<file path="src/rtl/tm_tx_tracker.sv">
// Transaction tracker: counts retired instructions per transaction and issues one stats update per commit.
// Optional saturating abort counter under TM_TRACK_ABORT_CNT_EN; all outputs registered.
module tm_tx_tracker #(
  parameter int WIDTH = 8
) (
  input  logic             clk,
  input  logic             reset,
  input  logic             tx_begin,
  input  logic             tx_inst,
  input  logic             tx_commit,
  input  logic             tx_abort,
  output logic             upd_valid,
  input  logic             upd_ready,
  output logic [WIDTH-1:0] AvgTxLen,
  output logic [WIDTH-1:0] InstExed,
  output logic [WIDTH-1:0] CurTxLen,
  input  logic             upd_done,
  input  logic [WIDTH-1:0] AvgTxLen_new,
  input  logic [WIDTH-1:0] InstExed_new,
  output logic             tx_busy,
  output logic             tx_drop
`ifdef TM_TRACK_ABORT_CNT_EN
  ,
  output logic [WIDTH-1:0] abort_cnt
`endif
);

  typedef enum logic [1:0] {IDLE, IN_TX, REQ, WAIT} state_t;

  state_t            state_q, state_d;
  logic [WIDTH-1:0]  cur_q, cur_d;
  logic [WIDTH-1:0]  avg_q, avg_d;
  logic [WIDTH-1:0]  cnt_q, cnt_d;
  logic              drop_q, drop_d;
  logic              valid_q, busy_q;

  always_comb begin
    state_d = state_q;
    cur_d   = cur_q;
    avg_d   = avg_q;
    cnt_d   = cnt_q;
    drop_d  = 1'b0;
    case (state_q)
      IDLE: begin
        if (tx_begin) begin
          state_d = IN_TX;
          cur_d   = '0;
        end
      end
      IN_TX: begin
        // Instruction in the commit cycle is counted before the request is built.
        if (tx_inst && (cur_q != {WIDTH{1'b1}})) cur_d = cur_q + 1'b1;
        if (tx_abort)       state_d = IDLE;
        else if (tx_commit) state_d = REQ;
      end
      REQ: begin
        drop_d = tx_begin;
        if (upd_ready) state_d = WAIT;
      end
      WAIT: begin
        drop_d = tx_begin;
        if (upd_done) begin
          avg_d   = AvgTxLen_new;
          cnt_d   = InstExed_new;
          state_d = IDLE;
        end
      end
      default: state_d = IDLE;
    endcase
  end

  always_ff @(posedge clk or negedge reset) begin
    if (!reset) begin
      state_q <= IDLE;
      cur_q   <= '0;
      avg_q   <= '0;
      cnt_q   <= '0;
      drop_q  <= 1'b0;
      valid_q <= 1'b0;
      busy_q  <= 1'b0;
    end else begin
      state_q <= state_d;
      cur_q   <= cur_d;
      avg_q   <= avg_d;
      cnt_q   <= cnt_d;
      drop_q  <= drop_d;
      valid_q <= (state_d == REQ);
      busy_q  <= (state_d != IDLE);
    end
  end

  assign upd_valid = valid_q;
  assign AvgTxLen  = avg_q;
  assign InstExed  = cnt_q;
  assign CurTxLen  = cur_q;
  assign tx_busy   = busy_q;
  assign tx_drop   = drop_q;

`ifdef TM_TRACK_ABORT_CNT_EN
  logic [WIDTH-1:0] abort_cnt_q;
  logic             abort_hit;

  assign abort_hit = (state_q == IN_TX) && tx_abort;

  always_ff @(posedge clk or negedge reset) begin
    if (!reset) begin
      abort_cnt_q <= '0;
    end else if (abort_hit && (abort_cnt_q != {WIDTH{1'b1}})) begin
      abort_cnt_q <= abort_cnt_q + 1'b1;
    end
  end

  assign abort_cnt = abort_cnt_q;
`endif

endmodule
</file>
<file path="config.mk">
export PLATFORM = sky130hd
export DESIGN_NAME = tm_tx_tracker
export DESIGN_NICKNAME = d
export VERILOG_FILES = /design/src/rtl/tm_tx_tracker.sv
export SDC_FILE = /design/constraint.sdc
export NUM_CORES = 1
export LEC_CHECK = 0
export BUFFER_PORTS_ARGS = -buffer_cell sky130_fd_sc_hd__buf_2
export CAP_MARGIN = 40
export CELL_PAD_IN_SITES_DETAIL_PLACEMENT = 0
export CELL_PAD_IN_SITES_GLOBAL_PLACEMENT = 1
export CORE_ASPECT_RATIO = 0.7
export CORE_MARGIN = 8
export CORE_UTILIZATION = 39
export CTS_CLUSTER_SIZE = 28
export DETAILED_ROUTE_END_ITERATION = 12
export PLACE_DENSITY = 0.82
export SETUP_SLACK_MARGIN = 0.3
export SYNTH_ARGS = -nofsm -noshare
export SYNTH_HDL_FRONTEND = slang
export SYNTH_SLANG_ARGS = --single-unit
</file>
<file path="constraint.sdc">
create_clock -name clk -period 3.9 [get_ports clk]
set_input_delay 0.585 -clock clk [delete_from_list [all_inputs] [get_ports clk]]
set_output_delay 0.585 -clock clk [all_outputs]
set_load 0.05 [all_outputs]
</file>
==> results.yml <==
placed_design:
  place_congestion: 0.830
  port_buffers: 50
  dp_hpwl_mm: 2.24
synth:
  ys_types: 33
  ys_top_cells_by_count: "29 x dfrtp_1, 17 x mux2_2, 5 x nand2_1, 5 x nor2_1, 3 x and3_1"
  yosys_warnings: 0
  synth_edf_count: 0
  post-synth-top-count-cell: "dfrtp_1"
  netlist_instances: 91
  syn-num-nets: 116
  synth_ff_type: "dfrtp_1"
  synthTopCellsByArea: "dfrtp_1 57%, mux2_2 15%, a41oi_4 2.2%"
  synth.top_cell.area_share_pct: 56.9
  yosysTopAreaCell: "dfrtp_1"
  synth_seq_cells: 29
  syn_avg_cell_area_um2: 14.0
  ys_async_sr_fraction_pct: 100
  netlist_area_um2: 1270
  ys_seq_area_share_pct: 56.9
timing:
  drv_slew: 0
  fmaxAchievable_mhz: 580
  hold_viol_final: 0
  fin_crit_sh_pct: 44.2
  slew_headroom_pct: 58.6
  setup_viol: 0
  fin_crit_ps: 1720
  finalSetupTns_ps: 0
  worst_slew_pin_slew_ps: 622
  finClkSkew_ps: 3.97
  rsz0062_at_grt: "false"
floorplan:
  fp.dieW_um: 84.3
  fp.dieArea_um2: 5380
  rows: 17
  die_height_um: 63.8
  initial_utilization_pct: 40.8
  io_pins: 51
  core_area_um2: 3130
detailed_routing:
  drcViolationCount: 0
  drt_iter0_markers: 39
  routed_wl_mm: 2.85
  first_pass_iters: 4
  ant_nets: 0
  wl_per_cell_um: 15.5
  vias_per_cell: 5.00
  vias: 920
critical_path:
  critPathMaxStageDelay_ps: 530
  path_cells: "buf_2"
  cp.buffers_inverters: 1
  path_max_fanout: 8
  worstSetupStartpointType: "register"
  crit_required_ps: 3310
  crit_family: "flip-flops"
  endpoint_kind: "output port"
  cp_slowest_cell: "dfrtp_1"
  cp_data_arrival_time_ps: 1140
  path_class: "reg2out"
grt:
  grt_pass1_vias: 1035
  antenna_found_initial: 0
  grt_overflow: 0
  grt_usage_pct: 10.9
  grt_max_degree: 30
  grt_pass1_wl_mm: 4.82
cts:
  hold_buffers: 0
  postCtsSetupBuffers: 0
  clockBufferDepth: 2
  clk_pin_slew_worst_paths_ps: 60
  numClockSinks: 29
  tritoncts: "done"
  cts_max_level: 2
  insertion_delay_ps: 270
  root_buffer: "clkbuf_8"
  cts_buffers: 5
  cts_resized: 0
power_and_ir_drop:
  peakVddDrop_v: 0.000342
  power_density_nw_per_um2: 924
  finalPower_mw: 1.52
  p_leak_nw: 0.858
final_layout:
  final_core_util_pct: 52.7
  antenna_cells: 0
  layout.nets: 171
  drive_above_1_share_pct: 56.2
  area_growth_pct: 29.1
  fill_cells: 274
hold_path:
  hold_class: "in2async"
status:
  status: "finished, final reports clean"
flow_run:
  max-cap-violations: 0
[logic make-up (layout without fill, tap and decap cells)]
kind of cell	Yosys count	in the layout	synth area share, %
buffers and inverters	4	59	1.57
DFF	29	29	56.9
and+or+nand+nor	26	26	12.5
muxes	19	19	17.6
AOI/OAI and AO/OA	12	12	10.5
adders and majority gates	1	1	0.981
[through the flow]
| step | hold slack, ps | worst slack, ps | cells | instance area (um2) |
|---|---|---|---|---|
| floorplan | 289 | 2100 | 91 | 1270 |
| global placement | 481 | 2210 | 177 | 1560 |
| detailed placement | 490 | 2150 | 177 | 1560 |
| CTS | 346 | 2170 | 184 | 1650 |
| global route | 372 | 2140 | 184 | 1650 |
| finish | 326 | 2180 | 184 | 1650 |
[flip-flops by register name, summed over array words and instances (netlist names)]
| register | cells |
|---|---|
| AvgTxLen | 8 |
| CurTxLen | 8 |
| InstExed | 8 |
| state_q | 2 |
| tx_busy | 1 |
| tx_drop | 1 |
| upd_valid | 1 |
[power breakdown]
group	internal (mW)	switching (mW)	total (mW)
clock network	0.140	0.101	0.241
logic	0.224	0.545	0.770
registers	0.422	0.0885	0.511
[per-layer routing]
layer	wire length (um)	vias to the layer above	global-route usage, %
met5	0	-	0
met4	34	0	5.27
met3	154	5	3.54
met2	1440	29	18.9
met1	1230	442	11.8
li1	-	444	-
[final cells by class]
cell class	count	area (um2)	share of cell area (%)
sequential	29	726	44.1
multi-input combinational	58	529	32.1
timing repair buffer	50	250	15.2
clock buffer	7	86.3	5.24
tap	38	47.5	2.89
inverter	2	7.51	0.456
[placed cells by master, fill, tap and decap left out, types with 2 or more instances in the layout]
| master | Yosys | routed |
|---|---|---|
| mux2_2 | 17 | 17 |
| clkbuf_8 | 0 | 6 |
| buf_2 | 1 | 50 |
| a211o_1 | 2 | 2 |
| nand3_1 | 2 | 2 |
| and3_1 | 3 | 3 |
| nor2_1 | 5 | 5 |
| nand2_1 | 5 | 5 |
| dfrtp_1 | 29 | 29 |
| a221o_1 | 2 | 2 |
| inv_1 | 2 | 2 |
[final timing paths]
path / end / depth (start not counted) / start / slack (ps)
worst max-delay path: CurTxLen[2] / 1 / CurTxLen[2] / 2180
worst min-delay path: CurTxLen[3] / 1 / reset / 330
worst max register to register: CurTxLen[5] / 4 / CurTxLen[0] / 2210
worst min register to register: AvgTxLen[7] / 1 / AvgTxLen[7] / 500
max in group asynchronous: AvgTxLen[2] / 1 / reset / 3160
min in group clk: AvgTxLen[7] / 1 / AvgTxLen[7] / 500
No activity file was read; power rests on OpenSTA's default activity.
